<file path="src/rtl/clock_ratio_detector.sv">
// Measures the period and high time of a divided clock sampled as data in the clk domain,
// declares lock once the period repeats LOCK_CNT times, and flags a stalled input.
module clock_ratio_detector #(
  parameter int MAX_N    = 255,
  parameter int LOCK_CNT = 3,
  parameter bit SYNC_EN  = 1'b1,
  localparam int W       = $clog2(MAX_N + 2)
) (
  input  logic         clk,
  input  logic         rst,
  input  logic         div_in,
  output logic [W-1:0] period,
  output logic [W-1:0] high_cycles,
  output logic         meas_valid,
  output logic         locked,
  output logic         timeout
);

  localparam logic [W-1:0] CNT_MAX  = W'(MAX_N + 1);
  localparam logic [W-1:0] CNT_WARN = W'(MAX_N);
  localparam logic [3:0]   LOCK_N   = 4'(LOCK_CNT);

  typedef enum logic [1:0] {
    SEARCH,
    MEASURE,
    TRACK,
    LOCKED
  } state_t;

  function automatic logic [W-1:0] sat_inc(input logic [W-1:0] v);
    return (v == CNT_MAX) ? v : v + 1'b1;
  endfunction

  logic         s_in;
  logic         s_q;
  logic         s_dly_q;
  logic         rise;
  logic         fall;
  logic         to_hit;

  state_t       state_q,  state_d;
  logic [W-1:0] cnt_q,    cnt_d;
  logic [W-1:0] period_q, period_d;
  logic [W-1:0] high_q,   high_d;
  logic         mv_q,     mv_d;
  logic         locked_q, locked_d;
  logic         to_q,     to_d;
  logic [3:0]   streak_q, streak_d;
  logic         seen_q,   seen_d;

  // Input stage: optional extra synchronizer flop ahead of the sample register
  generate
    if (SYNC_EN) begin : g_sync
      logic sync_q;
      always_ff @(posedge clk) begin
        if (rst) sync_q <= 1'b0;
        else     sync_q <= div_in;
      end
      assign s_in = sync_q;
    end else begin : g_nosync
      assign s_in = div_in;
    end
  endgenerate

  always_ff @(posedge clk) begin
    if (rst) begin
      s_q     <= 1'b0;
      s_dly_q <= 1'b0;
    end else begin
      s_q     <= s_in;
      s_dly_q <= s_q;
    end
  end

  // Edge detect and cycle counter
  assign rise   = s_q & ~s_dly_q;
  assign fall   = ~s_q & s_dly_q;
  // A rise on the saturating cycle wins over the timeout
  assign to_hit = (state_q != SEARCH) && !rise && (cnt_q == CNT_WARN);

  always_comb begin
    cnt_d = rise ? W'(1) : sat_inc(cnt_q);
  end

  // Measurement and lock FSM
  always_comb begin
    state_d  = state_q;
    period_d = period_q;
    high_d   = high_q;
    mv_d     = 1'b0;
    locked_d = locked_q;
    to_d     = 1'b0;
    streak_d = streak_q;
    seen_d   = seen_q | rise;

    if (fall && seen_q) high_d = cnt_q;

    case (state_q)
      SEARCH: begin
        if (rise) state_d = MEASURE;
      end
      MEASURE: begin
        if (rise) begin
          period_d = cnt_q;
          mv_d     = 1'b1;
          streak_d = 4'd1;
          state_d  = TRACK;
        end
      end
      TRACK: begin
        if (rise) begin
          period_d = cnt_q;
          mv_d     = 1'b1;
          if (cnt_q == period_q) begin
            if (streak_q + 4'd1 >= LOCK_N) begin
              streak_d = LOCK_N;
              locked_d = 1'b1;
              state_d  = LOCKED;
            end else begin
              streak_d = streak_q + 4'd1;
            end
          end else begin
            streak_d = 4'd1;
          end
        end
      end
      LOCKED: begin
        if (rise) begin
          period_d = cnt_q;
          mv_d     = 1'b1;
          if (cnt_q != period_q) begin
            locked_d = 1'b0;
            streak_d = 4'd1;
            state_d  = TRACK;
          end
        end
      end
      default: state_d = SEARCH;
    endcase

    if (to_hit) begin
      to_d     = 1'b1;
      locked_d = 1'b0;
      state_d  = SEARCH;
    end
  end

  always_ff @(posedge clk) begin
    if (rst) begin
      state_q  <= SEARCH;
      cnt_q    <= '0;
      period_q <= '0;
      high_q   <= '0;
      mv_q     <= 1'b0;
      locked_q <= 1'b0;
      to_q     <= 1'b0;
      streak_q <= '0;
      seen_q   <= 1'b0;
    end else begin
      state_q  <= state_d;
      cnt_q    <= cnt_d;
      period_q <= period_d;
      high_q   <= high_d;
      mv_q     <= mv_d;
      locked_q <= locked_d;
      to_q     <= to_d;
      streak_q <= streak_d;
      seen_q   <= seen_d;
    end
  end

  assign period      = period_q;
  assign high_cycles = high_q;
  assign meas_valid  = mv_q;
  assign locked      = locked_q;
  assign timeout     = to_q;

endmodule

</file>
<file path="config.mk">
export PLATFORM = sky130hd
export DESIGN_NAME = clock_ratio_detector
export DESIGN_NICKNAME = d
export VERILOG_FILES = /design/src/rtl/clock_ratio_detector.sv
export SDC_FILE = /design/constraint.sdc
export NUM_CORES = 1
export LEC_CHECK = 0
export ABC_AREA = 1
export CELL_PAD_IN_SITES_DETAIL_PLACEMENT = 0
export CELL_PAD_IN_SITES_GLOBAL_PLACEMENT = 1
export CORE_MARGIN = 1.5
export CORE_UTILIZATION = 35
export CTS_BUF_LIST = sky130_fd_sc_hd__clkbuf_16
export CTS_CLUSTER_DIAMETER = 80
export DETAILED_ROUTE_END_ITERATION = 8
export GPL_TIMING_DRIVEN = 0
export PLACE_DENSITY = 0.71
export SYNTH_ARGS = -nofsm -noshare
export SYNTH_HDL_FRONTEND = slang
export SYNTH_SLANG_ARGS = --single-unit
</file>
<file path="constraint.sdc">
create_clock -name clk -period 1.7 [get_ports clk]
set_clock_uncertainty 0.05 [all_clocks]
set_input_delay 0.34 -clock clk [delete_from_list [all_inputs] [get_ports clk]]
set_output_delay 0.34 -clock clk [all_outputs]
set_load 0.05 [all_outputs]
</file>
Word-level counts from Yosys, hierarchy flattened
Cells that the tools add are included.

$add $sub $neg: 2. Multipliers: 0. Div/mod/pow operators: 0. Order comparisons: 1. Equality and inequality tests: 15. Shift-type cells: 0. Mux-type cells: 25. Bitwise gates (word level): 6. Reductions and logical operators: 16.

Operator list (count): $mux 4 (6); $ne 2x2->1 const B (8); $mux 2 (7); $pmux 4 s3 (1); $add 9x1->9 const B (1); $eq 9x8->1 const B (1); $eq 9x9->1 (1); $eq 9x9->1 const B (1); $mux 1 (9); $ne 9x9->1 (1); $pmux 2 s4 (1); $reduce_and 7->1 (1); $reduce_and 6->1 (1); $reduce_or 2->1 (3); $reduce_and 5->1 (1); $add 4x1->4 const B (1); $eq 2x2->1 const B (2); $ge 4x2->1 const B (1); $reduce_bool 2->1 (2); $logic_and 1x1->1 (3); $not 1->1 (3); $reduce_bool 3->1 (1); $reduce_or 3->1 (1); $and 1x1->1 (2); other kinds (6) (6).

Flip-flop bits (word level): 40. Bits in latches: 0. Bits in writable memories: 0. Bits in read-only memories: 0. Input bits: 3. Output and inout port bits: 21. Word-level logic and storage cells: 78. Memories kept: 0.

Longest topological paths before layout
Gate-level depths: netlist (run 1).

Depth in word-level cells: 6. Mapped depth: 13. Depth with buffers taken out: 13.

Least setup slack after synthesis (run 1)
OpenSTA, ideal clock, no wires.

Path kind: reg-to-reg. From: reg cnt_q[0]. To: reg locked_q, in the netlist locked. Library setup time: 0.115 ns. Arrival: 1.552 ns. Required time: 1.535 ns. Slack: -0.017 ns. Stages on the path, launching flop included: 13. Buffers on the path: 0. Clock period less this slack: 1.717 ns. Path through: dfxtp_1 -> ha_1 -> inv_1 -> nor3_1 -> inv_1 -> nor2_1 -> nand2_1 -> nor3_1 -> ha_1 -> nand3_1 -> nand2_1 -> o21bai_1 -> nor2_1.

Word-level cells in the longest chain between the ends: 3. Elaborated cells between the ends (all ways): 8. Classes of those cells: 5 x eq/ne; 3 x reduce/logical.

RTL lines: start: declaration (RTL line 42) `logic [W-1:0] cnt_q, cnt_d;`; start signal: assignment (RTL line 161) `cnt_q <= cnt_d;`; $ne 9x9->1 (tied with other cells) (RTL line 131) `if (cnt_q != period_q) begin`; $ne 2x2->1 (no source line) or $logic_and 1x1->1 (tied branches); $reduce_and 6->1 (no source line) or $reduce_or 2->1 (tied branches); end signal: assignment (RTL line 165) `locked_q <= locked_d;`; end: declaration (RTL line 46) `logic locked_q, locked_d;`.

Several ways; a longest one is shown, not always the timed one. A chain may end at the register's enable or synchronous reset.

Worst setup path in the final report (run 1)
From: reg cnt_q[1]. To: reg locked_q, in the netlist locked.

Same word-level chain as after synthesis.

==> impl_metrics.toml, run 1 <==
[outcome]
status = "finished with violations"
violations = "negative setup slack"

[power]
peakVddDrop_mv = 0.548
p_per_area_mw_per_mm2 = 950
p_leak_nw = 1.06

[placement]
dp_hpwl_um = 2790
placedCellCount = 310
place_ws_ns = -0.255
gp_congestion = 0.748
placed_cell_area_mm2 = 0.00205
portBuffers = 22

[global_route]
grt_pass1_vias = 1356
grt_pass1_wl_um = 6530
grt-ovfl-total = 0
antenna_found_initial = 0
grt_max_degree = 14
gr-usage-all-layers_pct = 16.2

[worst_setup_path]
critPathRequiredTime_ns = 1.83
end_kind = "flop"
start_kind = "flop"
cp.arrival_ns = 1.84
cp_max_fo = 3
path_class = "flop to flop"

[sta]
finalSetupViolCount = 1
timing.slew.headroom_pct = 67.1
post-route-period-util_pct = 101
slew_viol_final = 0
fin_crit_ns = 1.71
rsz0062_at_grt = "yes"
fmax_mhz = 585
timing.final.ws_setup_ns = -0.00983
hold_viol_final = 0
tightest_slew_ns = 0.493
hold_slack_ns = 0.353

[clock_tree]
clock_sinks = 40
cts_tree = "yes"
htree_levels = 2
cts_buffers = 5
cts-root-buf = "clkbuf_16"
cts_buffer_depth = 2
cts.clk_slew.worst_paths_ns = 0.06
clk_latency_ns = 0.28
hold_buffers = 0

[die]
initial_core_util_pct = 36.7
die_h_um = 73.6
coreArea_mm2 = 0.00475
fp.dieW_um = 73.6
io_pins = 24
die-area_mm2 = 0.00542
rows = 25

[finish]
nets = 265
layout-drive-gt1-share_pct = 19.8
antennaDiodeCount = 0
num-fill-cells = 502
syn2layout_area_growth_pct = 32.0
final_area_mm2 = 0.00231
final_cell_count_no_fill = 325
post-route-util_pct = 48.5

[logic_synthesis]
ys_seq_area_share_pct = 45.8
async_flop_share_pct = 0
ys_seq_elements = 40
synth_top_area_share_pct = 45.8
synthDistinctLibCells = 26
yosysMostFrequentCell = "dfxtp_1"
synth_cells = 221
syn_nets = 229
synth_area_mm2 = 0.00175
netlist_top_cells_area = "dfxtp_1, a21oi_1, o21ai_0"
ys.flop_type = "dfxtp_1"
synth_edf_count = 0
synth_common_cells = "dfxtp_1, a21oi_1, inv_1, nand2_1"
yosys_warnings = 0
avgSynthCellArea_um2 = 7.90
synth_top_area_cell = "dfxtp_1"

[detailed_routing]
post_drt_wl_per_cell_um = 12.1
dr_total_vias = 1500
routed_via_density = 4.62
ant_nets = 0
drt-total-wl_um = 3920
drtIter0Drc = 61
drc_errors = 0
first_pass_iters = 4

[worst_hold_path]
hold_class = "flop to flop"

[run]
drv_cap = 0
==> per-stage QoR <==
stage | setup TNS [ns] | total power, mW
5_1_grt | -0.313 | 2.27
3_3_place_gp | -0.507 | 1.13
4_1_cts | -0.107 | 2.20
3_5_place_dp | -0.551 | 1.13
6_report | -0.00983 | 2.19
2_1_floorplan | 0 | 1.09
==> state kept, by name, summed over array words and instances (netlist names) <==
register,flops
streak_q,4
high_cycles,9
locked,1
cnt_q,9
seen_q,1
state_q,2
period,9
s_q,1
g_sync.sync_q,1
meas_valid,1
timeout,1
s_dly_q,1
==> cell usage in the layout, fill, tap and decap left out, types with 2 or more instances in the layout <==
| master | n |
|---|---|
| dfxtp_1 | 36 |
| a21oi_1 | 29 |
| nand2_1 | 24 |
| inv_1 | 23 |
| o21ai_0 | 21 |
| dlygate4sd2_1 | 21 |
| nor2_1 | 19 |
| inv_2 | 9 |
| nand3_1 | 9 |
| buf_4 | 7 |
| xnor2_1 | 6 |
| nor2_4 | 5 |
| nand3_2 | 5 |
| clkbuf_16 | 5 |
| nand2_2 | 3 |
| nor3_2 | 3 |
| clkbuf_1 | 3 |
| ha_1 | 3 |
| dfxtp_2 | 3 |
| xor2_1 | 2 |
| nor3_1 | 2 |
| nand4_1 | 2 |
==> per-layer routing <==
| metal | vias to the layer above | GRT usage (%) | share of wire (%) |
|---|---|---|---|
| met4 | 0 | 5.56 | 1.1 |
| met3 | 4 | 5.08 | 3.2 |
| met1 | 680 | 21.5 | 50 |
| met2 | 18 | 24.8 | 46 |
| li1 | 798 | - | - |
| met5 | - | 0 | 0 |
==> area by class of cell <==
type / instances / area [µm²] / share of cell area, %
buffer: 5 / 23.8 / 1.03
clock buffer: 5 / 125 / 5.43
multi-input combinational: 144 / 856 / 37.1
timing repair buffer: 29 / 246 / 10.7
sequential: 40 / 808 / 35.1
clock inverter: 3 / 42.5 / 1.84
inverter: 32 / 120 / 5.21
tap: 67 / 83.8 / 3.64
==> path summary, 6_finish.rpt <==
check	startpoint	to	slack, ns	cells past startpoint
max	cnt_q[1]$_SDFFE_PP0P_	locked$_SDFFE_PP0P_	-0.01	12
min	g_sync.sync_q$_SDFF_PP0_	s_q$_SDFF_PP0_	0.35	2
max reg2reg	cnt_q[1]$_SDFFE_PP0P_	locked$_SDFFE_PP0P_	-0.01	12
min reg2reg	g_sync.sync_q$_SDFF_PP0_	s_q$_SDFF_PP0_	0.35	2
==> cells by family after synthesis <==
logic type | Yosys count | synth area share, %
and+or+nand+nor | 77 | 22.4
AOI/OAI and AO/OA | 54 | 16.1
DFF | 40 | 45.8
buffers and inverters | 37 | 8.09
xor gates and xnor gates | 8 | 4.01
adders and majority gates | 5 | 3.58
==> power breakdown <==
part | total (mW) | switching, mW | internal [mW]
logic | 0.148 | 0.101 | 0.0471
clock network | 1.07 | 0.383 | 0.690
registers | 0.970 | 0.0144 | 0.956
==> worst max-delay path, cell delays in order, from the launching register on <==
cell	delay [ns]
dfxtp_4	0.36
ha_4	0.12
inv_2	0.04
nor3_4	0.11
inv_2	0.07
nor2_4	0.10
nand2_2	0.08
nor3_2	0.12
ha_2	0.21
nand3_2	0.09
nand2_2	0.08
o21bai_1	0.11
nor2_1	0.06
==> repair_timing <==
action / 4_1_cts / 5_1_grt
pin swaps: 3 / 4
endpoints found under the setup margin: 26 / 7
buffers inserted: 2 / 5
gates resized for setup: 30 / 11
endpoints found under the hold margin: 0 / 0
No activity file was read; power rests on OpenSTA's default activity.
==> inputs of run 2 (changes only) <==
Settings changed: CORE_MARGIN 1.5 to 2, CORE_UTILIZATION 35 to 39, PLACE_DENSITY 0.71 to 0.75.
Clock period 1.7 ns to 1.75 ns, I/O delays scaled along.
==> run 2 against run 1 <==
  * The flow still finishes with violations (negative setup slack)
  * Critical path type unchanged
  * Sequential cell count unchanged
  * Wire length down 3.4%
  * Combinational power down 4%
  * Largest cell class unchanged
==> impl_metrics.toml, run 2 (synthesis gave the netlist of run 1 again) <==
[finish]
nets = 261
final_cell_count_no_fill = 305
post-route-util_pct = 51.0
final_cell_mix = "dfxtp_1, a21oi_1, inv_1, nand2_1"
antennaDiodeCount = 0
final_common_cell = "dfxtp_1"
syn2layout_area_growth_pct = 26.3
final_area_mm2 = 0.00221
layout-drive-gt1-share_pct = 17.0

[detailed_routing]
ant_nets = 0
routed_via_density = 4.84
first_pass_iters = 4
drtIter0Drc = 42
drc_errors = 0
post_drt_wl_per_cell_um = 12.4
drt-total-wl_um = 3790
dr_total_vias = 1477

[die]
initial_core_util_pct = 40.4
io_pins = 24
fp.dieW_um = 70.9
die_h_um = 70.9
die-area_mm2 = 0.00503
coreArea_mm2 = 0.00432
rows = 24

[worst_setup_path]
crit_chain = "ha_4 > inv_2 > nor3_2 > inv_1 > nor2_2 > nand2_2 > nor3_2 > ha_2 > nand3_2 > nand2_2 > o21bai_1 > nor2_1"
r2r_end = "locked$_SDFFE_PP0P_"
r2r_start = "cnt_q[1]$_SDFFE_PP0P_"
critPathRequiredTime_ns = 1.87
ff2ff_path_depth = 12
path_class = "flop to flop"
start_kind = "flop"
end_kind = "flop"
critPathLaunch = "cnt_q[1]$_SDFFE_PP0P_"
r2r_setup_slack_ns = -0.01
cp_max_fo = 3
path_buf_inv = 2
cpPeakStageDelay_ns = 0.36
cp_top_family = "simple AND/OR/NAND/NOR gates"
cpMaxStageDelayCell = "dfxtp_2"
cp.arrival_ns = 1.88

[worst_hold_path]
hold_path_end = "s_q$_SDFF_PP0_"
hold_class = "flop to flop"
min_path_cells = 2
holdCritStartpoint = "g_sync.sync_q$_SDFF_PP0_"

[clock_tree]
clk_latency_ns = 0.28
cts_buffers = 5
htree_levels = 2
hold_buffers = 0
cts_buffer_depth = 2
clock_sinks = 40
cts_tree = "yes"
cts.clk_slew.worst_paths_ns = 0.05
cts-root-buf = "clkbuf_16"

[run]
drv_cap = 0

[power]
p_per_area_mw_per_mm2 = 875
p_total_mw = 1.93
p_leak_nw = 1.01
peakVddDrop_mv = 0.507

[placement]
dp_hpwl_um = 2690
placed_cell_area_mm2 = 0.00203
portBuffers = 22
gp_congestion = 0.801
place_ws_ns = -0.220
placedCellCount = 295

[global_route]
grt_pass1_vias = 1358
gr-usage-all-layers_pct = 16.0
antenna_found_initial = 0
grt-ovfl-total = 0
grt_pass1_wl_um = 6320
grt_max_degree = 12

[outcome]
violations = "negative setup slack"
status = "finished with violations"

[sta]
hold_slack_ns = 0.359
tightest_slew_ns = 0.508
timing.slew.headroom_pct = 66.1
fin_setup_tns_ns = -0.0101
rsz0062_at_grt = "yes"
hold_viol_final = 0
fin_crit_ns = 1.76
finalSetupViolCount = 1
slew_viol_final = 0
fmax_mhz = 568
post-route-period-util_pct = 101
timing.final.ws_setup_ns = -0.0101
## run 2: worst min-delay path: cells and delay by family, from the launching register on
kind          cells  cell delay [ns]
buf+inv           1             0.04
flops             1             0.29
simple gates      1             0.03
## run 2: per-layer routing
layer  GRT usage, %  wire (µm)  vias to the layer above
met2           25.2       1780                       20
met3           4.70        122                        7
met4           6.50         72                        0
li1               -          -                      779
met5              0          0                        -
met1           20.7       1810                      671
## run 2: final cells by class
cell class	instances	area, µm²
fillers	441	2120
multi-input cells	144	842
flip-flops and latches	40	807
repair buffers	25	216
clock buffers	5	125
inverters	32	120
well taps	52	65.1
plain buffers	5	21.3
clock inverters	2	8.76
## run 2: report_power, final
| part | switching [mW] | internal, mW |
|---|---|---|
| logic | 0.0971 | 0.0450 |
| clock network | 0.333 | 0.511 |
| registers | 0.0152 | 0.928 |
## run 2: timing repair
action / in CTS / in global routing
buffers inserted: 0 / 3
endpoints found under the setup margin: 24 / 5
gates resized for setup: 29 / 7
pin swaps: 1 / 3
## run 2: worst max path at each step
stage,cells after the start,to,slack (ns)
floorplan,12,locked$_SDFFE_PP0P_,0.03
global placement,12,locked$_SDFFE_PP0P_,-0.22
detailed placement,12,locked$_SDFFE_PP0P_,-0.22
CTS,12,locked$_SDFFE_PP0P_,-0.09
global route,12,locked$_SDFFE_PP0P_,-0.12
finish,12,locked$_SDFFE_PP0P_,-0.01
==> inputs of run 3 (changes only) <==
Settings changed: CAP_MARGIN set to 15, SETUP_SLACK_MARGIN set to 0.4, SKIP_LAST_GASP set to 1.
==> run 3 against run 2 <==
  * The run now ends clean
  * Setup slack improved by 0.059 ns
  * Highest routed layer unchanged
  * Non-clock buffer count is 19 higher
  * Clock-buffer cell count stayed put
  * Largest power group unchanged
  * Worst hold slack lost 0.013 ns
  * Critical endpoint unchanged
==> impl_metrics.toml, run 3 (synthesis gave the netlist of run 1 again) <==
[outcome]
status = "completed"

[worst_setup_path]
end_kind = "flop"
ff2ff_path_depth = 12
path_class = "flop to flop"
critPathRequiredTime_ns = 1.88
cp.arrival_ns = 1.83
r2r_start = "cnt_q[0]$_SDFFE_PP0P_"
cp_max_fo = 2
r2r_setup_slack_ns = 0.05
r2r_end = "locked$_SDFFE_PP0P_"
start_kind = "flop"

[power]
p_total_mw = 1.96
p_leak_nw = 1.08
p_per_area_mw_per_mm2 = 819
peakVddDrop_mv = 0.516

[detailed_routing]
drt-total-wl_um = 4050
dr_total_vias = 1578
first_pass_iters = 4
drc_errors = 0
ant_nets = 0
drtIter0Drc = 28
routed_via_density = 4.86
post_drt_wl_per_cell_um = 12.5

[placement]
place_ws_ns = -0.0569
placed_cell_area_mm2 = 0.00208
portBuffers = 22
dp_hpwl_um = 2700
placedCellCount = 295
gp_congestion = 0.742

[global_route]
antenna_found_initial = 0
gr-usage-all-layers_pct = 17.3
grt-ovfl-total = 0
grt_max_degree = 12
grt_pass1_vias = 1528
grt_pass1_wl_um = 6820

[clock_tree]
cts-root-buf = "clkbuf_16"
clock_sinks = 40
cts_buffers = 5
clk_latency_ns = 0.28
cts_tree = "yes"
hold_buffers = 0
htree_levels = 2
cts_buffer_depth = 2
cts.clk_slew.worst_paths_ns = 0.06

[sta]
rsz0062_at_grt = "yes"
fmax_mhz = 588
timing.final.ws_setup_ns = 0.0488
tightest_slew_ns = 0.444
hold_viol_final = 0
finalSetupViolCount = 0
hold_slack_ns = 0.346
fin_crit_ns = 1.70
slew_viol_final = 0
fin_setup_tns_ns = 0
timing.slew.headroom_pct = 70.4
post-route-period-util_pct = 97.2

[finish]
layout-drive-gt1-share_pct = 41.4
final_cell_count_no_fill = 325
final_cell_mix = "dfxtp_1, a21oi_1, inv_1, nand2_1, buf_4"
nets = 280
regArea_um2 = 833
post-route-util_pct = 55.2
num-fill-cells = 427
final_area_mm2 = 0.00239
antennaDiodeCount = 0
multiInputGateArea_um2 = 910
final_common_cell = "dfxtp_1"
syn2layout_area_growth_pct = 36.7

[die]
die-area_mm2 = 0.00503
initial_core_util_pct = 40.4
die_h_um = 70.9
coreArea_mm2 = 0.00432
io_pins = 24
rows = 24
fp.dieW_um = 70.9

[worst_hold_path]
holdCritStartpoint = "g_sync.sync_q$_SDFF_PP0_"
hold_class = "flop to flop"
min_path_cells = 2
hold_path_end = "s_q$_SDFF_PP0_"

[run]
drv_cap = 0
run 3: how the worst max path moves through the flow:
stage,from,endpoint,slack (ns),cells past startpoint
floorplan,cnt_q[0]$_SDFFE_PP0P_,locked$_SDFFE_PP0P_,0.11,12
global placement,cnt_q[0]$_SDFFE_PP0P_,locked$_SDFFE_PP0P_,-0.09,12
detailed placement,cnt_q[2]$_SDFFE_PP0P_,locked$_SDFFE_PP0P_,-0.06,11
CTS,cnt_q[0]$_SDFFE_PP0P_,locked$_SDFFE_PP0P_,0.02,12
global route,cnt_q[0]$_SDFFE_PP0P_,locked$_SDFFE_PP0P_,-0.06,12
finish,cnt_q[0]$_SDFFE_PP0P_,locked$_SDFFE_PP0P_,0.05,12
run 3: timing repair:
action | 4_1_cts | 5_1_grt
resized for setup | 119 | 23
pin swaps | 10 | 14
setup endpoints to repair | 44 | 37
setup buffers | 14 | 8
run 3: power breakdown:
group	internal (mW)	total [mW]	switching (mW)
logic	0.0625	0.175	0.113
clock network	0.512	0.849	0.337
registers	0.921	0.932	0.0116
total	1.50	1.96	0.461
run 3: final cells by class:
class	count	share of cell area (%)
buffer	5	1.31
clock buffer	5	5.24
clock inverter	3	0.472
inverter	32	5.35
multi-input combinational	144	38.1
sequential	40	34.9
tap	52	2.73
timing repair buffer	44	11.9
run 3: per-layer routing:
layer  track usage, %  vias to the layer above  routed length, µm
met5                0                        -                  0
met3             4.42                        8                133
met1             21.6                      720               1890
met2             28.2                       25               1950
met4             7.76                        0                 81
li1                 -                      825                  -
run 3: critical path: stages, from the launching register on:
cell and delay (ns):
dfxtp_2 0.33, ha_2 0.17, inv_2 0.04, nor3_2 0.09
inv_1 0.08, nor2_2 0.13, nand2_2 0.07, nor3_2 0.11
ha_2 0.20, nand3_2 0.09, nand2_2 0.08, o21bai_1 0.10
nor2_1 0.05
